File: src/rtl/bmp_pkg.sv
// Shared constants, FSM state type and header helpers for the 8-bpp BMP writer.
// Header and palette geometry are fixed by the BMP format and the 256-entry gray palette.
package bmp_pkg;

    localparam int BMP_HDR_BYTES = 54;
    localparam int BMP_PAL_BYTES = 1024;
    localparam int BMP_OFFSET    = 1078;

    typedef enum logic [2:0] {IDLE, HDR, PAL, PIX, PAD, DONE} bmp_state_t;

    function automatic logic [31:0] stride(input logic [31:0] w);
        return (w + 32'd3) & ~32'd3;
    endfunction

    // Every multi-byte header field starts at an offset of 2 mod 4, so (idx-2)/4 selects
    // the field and (idx-2)%4 the little-endian byte; planes and bpp share one word.
    function automatic logic [7:0] hdr_byte(input logic [5:0]  idx,
                                            input logic [31:0] w,
                                            input logic [31:0] h,
                                            input logic [31:0] ppm);
        logic [31:0] img_bytes;
        logic [31:0] field;
        logic [31:0] shifted;
        logic [5:0]  rel;
        img_bytes = stride(w) * h;
        rel       = idx - 6'd2;
        case (rel[5:2])
            4'd0:    field = 32'(BMP_OFFSET) + img_bytes;
            4'd2:    field = 32'(BMP_OFFSET);
            4'd3:    field = 32'd40;
            4'd4:    field = w;
            4'd5:    field = h;
            4'd6:    field = 32'h0008_0001;
            4'd8:    field = img_bytes;
            4'd9:    field = ppm;
            4'd10:   field = ppm;
            4'd11:   field = 32'd256;
            default: field = 32'd0;
        endcase
        shifted = field >> {rel[1:0], 3'b000};
        if (idx == 6'd0) return 8'h42;
        if (idx == 6'd1) return 8'h4D;
        return shifted[7:0];
    endfunction

endpackage

File: src/rtl/bmp_stream_writer_if.sv
// Pixel input stream and file byte output stream of the BMP writer.
// master is the writer side, slave is the producer/consumer side around it.
interface bmp_stream_writer_if;

    logic [7:0] s_pix;
    logic       s_valid;
    logic       s_ready;
    logic [7:0] m_data;
    logic       m_valid;
    logic       m_ready;
    logic       m_last;

    modport master (
        input  s_pix, s_valid, m_ready,
        output s_ready, m_data, m_valid, m_last
    );

    modport slave (
        output s_pix, s_valid, m_ready,
        input  s_ready, m_data, m_valid, m_last
    );

endinterface

File: src/rtl/bmp_hdr_rom.sv
// Combinational byte source for the file prefix: 54 header bytes followed by
// the 1024-byte gray palette, addressed 0..1077.
module bmp_hdr_rom
    import bmp_pkg::*;
#(
    parameter int IMG_W = 400,
    parameter int IMG_H = 400,
    parameter int PPM   = 2835
) (
    input  logic [10:0] idx_i,
    output logic [7:0]  byte_o
);

    logic [9:0] pal_idx;

    always_comb begin
        pal_idx = 10'(idx_i - 11'(BMP_HDR_BYTES));
        if (idx_i < 11'(BMP_HDR_BYTES)) begin
            byte_o = hdr_byte(idx_i[5:0], 32'(IMG_W), 32'(IMG_H), 32'(PPM));
        end else if (pal_idx[1:0] == 2'd3) begin
            byte_o = 8'h00;
        end else begin
            byte_o = pal_idx[9:2];
        end
    end

endmodule

File: src/rtl/bmp_stream_writer.sv
// Streams a complete 8-bpp grayscale BMP file: header, gray palette, then the
// incoming pixel rows padded to a 4-byte stride, through one output register.
module bmp_stream_writer
    import bmp_pkg::*;
#(
    parameter int IMG_W = 400,
    parameter int IMG_H = 400,
    parameter int PPM   = 2835
) (
    input  logic                clk,
    input  logic                rst,
    input  logic                start,
    bmp_stream_writer_if.master bus,
    output logic                busy,
    output logic                done
);

    localparam logic [31:0] STRIDE   = stride(32'(IMG_W));
    localparam int          PAD_N    = int'(STRIDE) - IMG_W;
    localparam logic [11:0] COL_LAST = 12'(IMG_W - 1);
    localparam logic [11:0] ROW_LAST = 12'(IMG_H - 1);
    localparam logic [10:0] PAD_LAST = 11'(PAD_N - 1);
    localparam logic [10:0] HDR_LAST = 11'(BMP_HDR_BYTES - 1);
    localparam logic [10:0] PAL_LAST = 11'(BMP_PAL_BYTES - 1);

    bmp_state_t  state_q;
    logic [10:0] idx_q;
    logic [11:0] col_q;
    logic [11:0] row_q;
    logic [7:0]  data_q;
    logic        valid_q;
    logic        last_q;
    logic        busy_q;
    logic        done_q;

    logic        out_free;
    logic        s_ready_w;
    logic [10:0] rom_idx;
    logic [7:0]  rom_byte;

    // The output register can take a new byte when empty or being drained this cycle.
    assign out_free  = !valid_q || bus.m_ready;
    assign s_ready_w = (state_q == PIX) && out_free;
    assign rom_idx   = (state_q == PAL) ? idx_q + 11'(BMP_HDR_BYTES) : idx_q;

    bmp_hdr_rom #(
        .IMG_W (IMG_W),
        .IMG_H (IMG_H),
        .PPM   (PPM)
    ) u_rom (
        .idx_i  (rom_idx),
        .byte_o (rom_byte)
    );

    always_ff @(posedge clk) begin
        if (rst) begin
            state_q <= IDLE;
            idx_q   <= 11'd0;
            col_q   <= 12'd0;
            row_q   <= 12'd0;
            data_q  <= 8'h00;
            valid_q <= 1'b0;
            last_q  <= 1'b0;
            busy_q  <= 1'b0;
            done_q  <= 1'b0;
        end else begin
            done_q <= 1'b0;
            if (valid_q && bus.m_ready) begin
                valid_q <= 1'b0;
                last_q  <= 1'b0;
            end
            case (state_q)
                IDLE: begin
                    if (start) begin
                        state_q <= HDR;
                        busy_q  <= 1'b1;
                    end
                end
                HDR: begin
                    if (out_free) begin
                        data_q  <= rom_byte;
                        valid_q <= 1'b1;
                        last_q  <= 1'b0;
                        if (idx_q == HDR_LAST) begin
                            idx_q   <= 11'd0;
                            state_q <= PAL;
                        end else begin
                            idx_q <= idx_q + 11'd1;
                        end
                    end
                end
                PAL: begin
                    if (out_free) begin
                        data_q  <= rom_byte;
                        valid_q <= 1'b1;
                        last_q  <= 1'b0;
                        if (idx_q == PAL_LAST) begin
                            idx_q   <= 11'd0;
                            state_q <= PIX;
                        end else begin
                            idx_q <= idx_q + 11'd1;
                        end
                    end
                end
                PIX: begin
                    if (bus.s_valid && s_ready_w) begin
                        data_q  <= bus.s_pix;
                        valid_q <= 1'b1;
                        last_q  <= (PAD_N == 0) && (col_q == COL_LAST) && (row_q == ROW_LAST);
                        if (col_q == COL_LAST) begin
                            col_q <= 12'd0;
                            if (PAD_N != 0) begin
                                state_q <= PAD;
                            end else if (row_q == ROW_LAST) begin
                                row_q   <= 12'd0;
                                state_q <= DONE;
                            end else begin
                                row_q <= row_q + 12'd1;
                            end
                        end else begin
                            col_q <= col_q + 12'd1;
                        end
                    end
                end
                PAD: begin
                    if (out_free) begin
                        data_q  <= 8'h00;
                        valid_q <= 1'b1;
                        last_q  <= (idx_q == PAD_LAST) && (row_q == ROW_LAST);
                        if (idx_q == PAD_LAST) begin
                            idx_q <= 11'd0;
                            if (row_q == ROW_LAST) begin
                                row_q   <= 12'd0;
                                state_q <= DONE;
                            end else begin
                                row_q   <= row_q + 12'd1;
                                state_q <= PIX;
                            end
                        end else begin
                            idx_q <= idx_q + 11'd1;
                        end
                    end
                end
                DONE: begin
                    if (valid_q && bus.m_ready) begin
                        state_q <= IDLE;
                        busy_q  <= 1'b0;
                        done_q  <= 1'b1;
                    end
                end
                default: state_q <= IDLE;
            endcase
        end
    end

    assign bus.s_ready = s_ready_w;
    assign bus.m_data  = data_q;
    assign bus.m_valid = valid_q;
    assign bus.m_last  = last_q;
    assign busy        = busy_q;
    assign done        = done_q;

endmodule

File: src/flat_wrapper.sv
// flat-port wrapper written by rule: the top's interface ports become plain ports
module bmp_stream_writer_flat import bmp_pkg::*;
#(
    parameter int IMG_W = 400,
    parameter int IMG_H = 400,
    parameter int PPM   = 2835
)
  (clk, rst, start, busy, done, bus_s_pix, bus_s_valid, bus_m_ready, bus_s_ready, bus_m_data, bus_m_valid, bus_m_last);
  bmp_stream_writer_if bus_i ();
  input  logic clk;
  input  logic rst;
  input  logic start;
  output logic busy;
  output logic done;
  input wire logic [$bits(bus_i.s_pix)-1:0] bus_s_pix;
  input wire logic [$bits(bus_i.s_valid)-1:0] bus_s_valid;
  input wire logic [$bits(bus_i.m_ready)-1:0] bus_m_ready;
  output wire logic [$bits(bus_i.s_ready)-1:0] bus_s_ready;
  output wire logic [$bits(bus_i.m_data)-1:0] bus_m_data;
  output wire logic [$bits(bus_i.m_valid)-1:0] bus_m_valid;
  output wire logic [$bits(bus_i.m_last)-1:0] bus_m_last;
  assign bus_i.s_pix = bus_s_pix;
  assign bus_i.s_valid = bus_s_valid;
  assign bus_i.m_ready = bus_m_ready;
  assign bus_s_ready = bus_i.s_ready;
  assign bus_m_data = bus_i.m_data;
  assign bus_m_valid = bus_i.m_valid;
  assign bus_m_last = bus_i.m_last;
  bmp_stream_writer #(.IMG_W(IMG_W), .IMG_H(IMG_H), .PPM(PPM)) u_core (.clk(clk), .rst(rst), .start(start), .bus(bus_i), .busy(busy), .done(done));
endmodule
File: config.mk
export PLATFORM = sky130hd
export DESIGN_NAME = bmp_stream_writer_flat
export DESIGN_NICKNAME = d
export VERILOG_FILES = /design/src/rtl/bmp_pkg.sv /design/src/rtl/bmp_stream_writer_if.sv /design/src/rtl/bmp_hdr_rom.sv /design/src/rtl/bmp_stream_writer.sv /design/src/flat_wrapper.sv
export SDC_FILE = /design/constraint.sdc
export NUM_CORES = 1
export LEC_CHECK = 0
export CORE_MARGIN = 2
export CORE_UTILIZATION = 53
export DETAILED_ROUTE_END_ITERATION = 16
export PLACE_DENSITY = 0.76
export SLEW_MARGIN = 25
export SYNTH_ARGS = -nofsm -noshare
export SYNTH_HDL_FRONTEND = slang
export SYNTH_SLANG_ARGS = --single-unit
File: constraint.sdc
create_clock -name clk -period 3 [get_ports clk]
set_input_delay 0.75 -clock clk [delete_from_list [all_inputs] [get_ports clk]]
set_output_delay 0.75 -clock clk [all_outputs]
set_load 0.005 [all_outputs]
==> metrics, run 1 <==
status=completed; internal power=0.001584 W; core area=6026 sq um; Slew Limit Fails=0; LEAKAGE=1.536 nW; CP Cell Sequence=or3b_4 > mux2i_2 > inv_1 > ha_1 > xnor2_2 > inv_1 > ha_1 > nor2_1 > nor4_2 > a32o_1 > o31ai_2 > a211oi_1; WL final=8321 microns; Finished Cell Area=4000 sq um; setup ws final=0.1713 ns; clk_lat worst skew=0.31 ns; Clock Sinks=50; Primary FF master, synth=dfxtp_1; Fill cells=513; final hold vios=0; vias in the first global route=3065; commonest non-fill, non-tap cell in the layout=nor2_1; Final HPWL DP=6253 microns; Hold WS=0.4812 ns; die height=83.50 microns; DP Worst Slack=-0.1049 ns; Slew headroom=0.6411; IO Count=26; Max Fanout on Critical Path=4; Final Net Count=481; hold depth=2; num rows=28; vias after detailed routing=3202; Port Buf Inserts=25; Peak VDD IR=0.6218 mV; Worst Hold Class=reg2reg; fin crit period=2.829 ns; CP peak stage delay=0.44 ns; # setup viols final=0; initial antenna violation count=0; Layout area overhead=19.42%; Mapped Area=3349 sq um; Arr. time, crit path=3.03 ns; Worst Path Required=3.20 ns; DRC viols=0; first-pass GRT wire length=14320 microns; Worst Setup Start Kind=flop; starting density of the core=0.5559; Layout Cells excl Fill=532; Multi-input gate area=2275 sq um; area of the die=6971 sq um; CTS tree=built; Synth Instances=416; crit path buf inv count=2; layout cells sized above 1=0.1335; hold_sp=u_core.bus.m_data[6]; DP Cell Count=523; Inserted Diodes=0; Yosys warning count=0; Clock power frac=0.184; critical path class=reg2reg; Reg clk slew, reported paths=0.10 ns; H-tree depth=2; share of power burned in registers=0.293; clock root cell=clkbuf_8; flip-flop and latch area=1001 sq um; routed vias/inst=6.019; count of different cell masters after synthesis=64; FF-to-FF Start=u_core.state_q[1]; syn_area_per_cell=8.052 sq um; total global-route track usage=0.2488; CTS Buf Count=5; Die W=83.50 microns; 1st-pass router iterations=4; Top delay family on crit path=simple AND/OR/NAND/NOR gates; placed inst area=3812 sq um; net count after synthesis=441; max-cap viol count=0; sequential-to-total area share from yosys stat=0.2988; depth of the most critical reg-to-reg path=12; Slowest cell on crit path=or3b_4; measured slew at the worst slew-check pin=0.5373 ns; Max Clock Freq=0.3535 GHz; flop2flop setup slack=0.17 ns; commonest cells after routing, fill and taps aside=nor2_1 (54), dfxtp_1 (50), nand2_1 (35), buf_4 (30), clkdlybuf4s50_1 (25); Hold Crit Endpoint=u_core.bus.m_data[6]; Iter 0 DRT Violations=162; asr flop ratio synth=0; post-DR wirelength/cell=15.64 microns; post-route ant nets=0; RR Endpoint=u_core.bus.m_data[1]; number of enable flip-flop cells after synthesis=0; Logic pwr share=0.524; PwrDens=660.9 nW/um^2; Setup crit end kind=flop; largest net degree at the start of global routing=20; sw frac=0.4010; Yosys reg bits=50; GRT overflow=0; Clock Tree Buf Depth=2; Placer Congestion=0.9157; Clock Skew=0.008664 ns; net switching power=0.001060 W; final period utilization=0.9429
==> synth_stat cells (2+ instances only) <==
cell / n / area share
a221oi_1: 7 / 0.018
xor2_1: 25 / 0.065
mux2i_1: 4 / 0.012
nor3_1: 14 / 0.021
a211oi_1: 8 / 0.018
nor4bb_1: 2 / 0.0060
o31ai_1: 4 / 0.0090
o21ai_1: 4 / 0.0060
buf_2: 3 / 0.0045
a21boi_0: 2 / 0.0045
o211ai_1: 4 / 0.0090
nor2b_1: 5 / 0.0093
or3_1: 3 / 0.0056
a31oi_1: 5 / 0.0093
nor4_1: 3 / 0.0056
inv_1: 11 / 0.012
xnor2_1: 18 / 0.047
nand3_1: 13 / 0.019
or3b_1: 2 / 0.0052
and3_1: 15 / 0.028
clkbuf_1: 16 / 0.018
dfxtp_1: 50 / 0.30
o21a_1: 3 / 0.0067
nor2_1: 55 / 0.062
a21oi_1: 20 / 0.030
o21ai_0: 12 / 0.018
nand2_1: 35 / 0.039
and4_1: 3 / 0.0078
nand4_1: 12 / 0.022
and2_1: 2 / 0.0037
nand2b_1: 6 / 0.011
nor4b_1: 3 / 0.0078
ha_1: 12 / 0.045
a21o_1: 2 / 0.0045
o21bai_1: 3 / 0.0067
buf_6: 2 / 0.0067
==> worst register-to-register path: stages, from the launching register on <==
cell and delay (ns):
dfxtp_1 0.33, or3b_4 0.44, mux2i_2 0.26, inv_1 0.07
ha_1 0.25, xnor2_2 0.24, inv_1 0.10, ha_1 0.23
nor2_1 0.16, nor4_2 0.07, a32o_1 0.24, o31ai_2 0.22
a211oi_1 0.10
==> routing by layer <==
metal  global-route usage  vias up  part of all wire  wire (microns)
li1                     -     1582                 -               -
met1               0.3138     1535              0.45            3762
met2               0.4260       70              0.49            4103
met3              0.04253       15             0.034             279
met4              0.09384        0             0.021             175
met5                    0        -                 0               0
==> how the worst max path moves through the flow <==
stage,from,to,cells after the start
floorplan,u_core.state_q[1],u_core.bus.m_data[0],12
global placement,u_core.state_q[2],u_core.bus.m_data[1],12
detailed placement,u_core.state_q[2],u_core.bus.m_data[1],12
CTS,u_core.state_q[2],u_core.bus.m_data[1],12
global route,u_core.state_q[2],u_core.bus.m_data[7],10
finish,u_core.state_q[1],u_core.bus.m_data[1],12
==> area by class of cell <==
cell class | count | share of cell area
inverters | 11 | 0.01032
multi-input cells | 333 | 0.5687
repair buffers | 55 | 0.1189
flip-flops and latches | 50 | 0.2502
well taps | 75 | 0.02346
clock buffers | 5 | 0.01720
clock inverters | 3 | 0.01126
==> power groups by stage <==
| stage | combinational (W) | clock (W) | sequential [W] |
|---|---|---|---|
| after floorplan | 0.000861 | 0 | 0.000796 |
| after global placement | 0.00127 | 0 | 0.000786 |
| after detailed placement | 0.00130 | 0 | 0.000787 |
| after CTS | 0.00132 | 0.000497 | 0.000773 |
| after global routing | 0.00153 | 0.000525 | 0.000784 |
| final | 0.00138 | 0.000485 | 0.000774 |
==> through the flow <==
step	power (W)	utilization	TNS, ns
finish	0.002644	0.6638	0
global placement	0.002055	0.6327	-0.01498
CTS	0.002590	0.6539	0
global route	0.002834	0.6638	-0.01762
floorplan	0.001657	-	0
detailed placement	0.002086	0.6327	-0.1423
==> state kept, by name, indices dropped and copies added, names as in the netlist <==
name / flops
u_core.bus.m_data: 8
u_core.bus.m_valid: 1
u_core.row_q: 12
u_core.done: 1
u_core.idx_q: 11
u_core.state_q: 3
u_core.bus.m_last: 1
u_core.busy: 1
u_core.col_q: 12
==> logic make-up after synthesis <==
family                   synth area share
buffers and inverters             0.04258
adder cells (fa/ha/maj)           0.04483
AO/OA/AOI/OAI                      0.2084
flip-flops                         0.2988
multiplexers                      0.01532
AND/OR/NAND/NOR                    0.2693
XOR/XNOR                           0.1207
==> repair_timing <==
action,4_1_cts,5_1_grt
endpoints found under the setup margin,5,8
cloned,0,0
gates resized for setup,3,9
hold buffers,0,0
setup buffers,0,1
Power figures use the tool's default switching activity.
==> run 2: changes to the inputs <==
--- a/config.mk
+++ b/config.mk
@@ -13,3 +13,4 @@
 export SYNTH_ARGS = -nofsm -noshare
 export SYNTH_HDL_FRONTEND = slang
 export SYNTH_SLANG_ARGS = --single-unit
+export TNS_END_PERCENT = 5
==> results of run 2 <==
Final layout, timing and power as in run 1 (identical DEF).
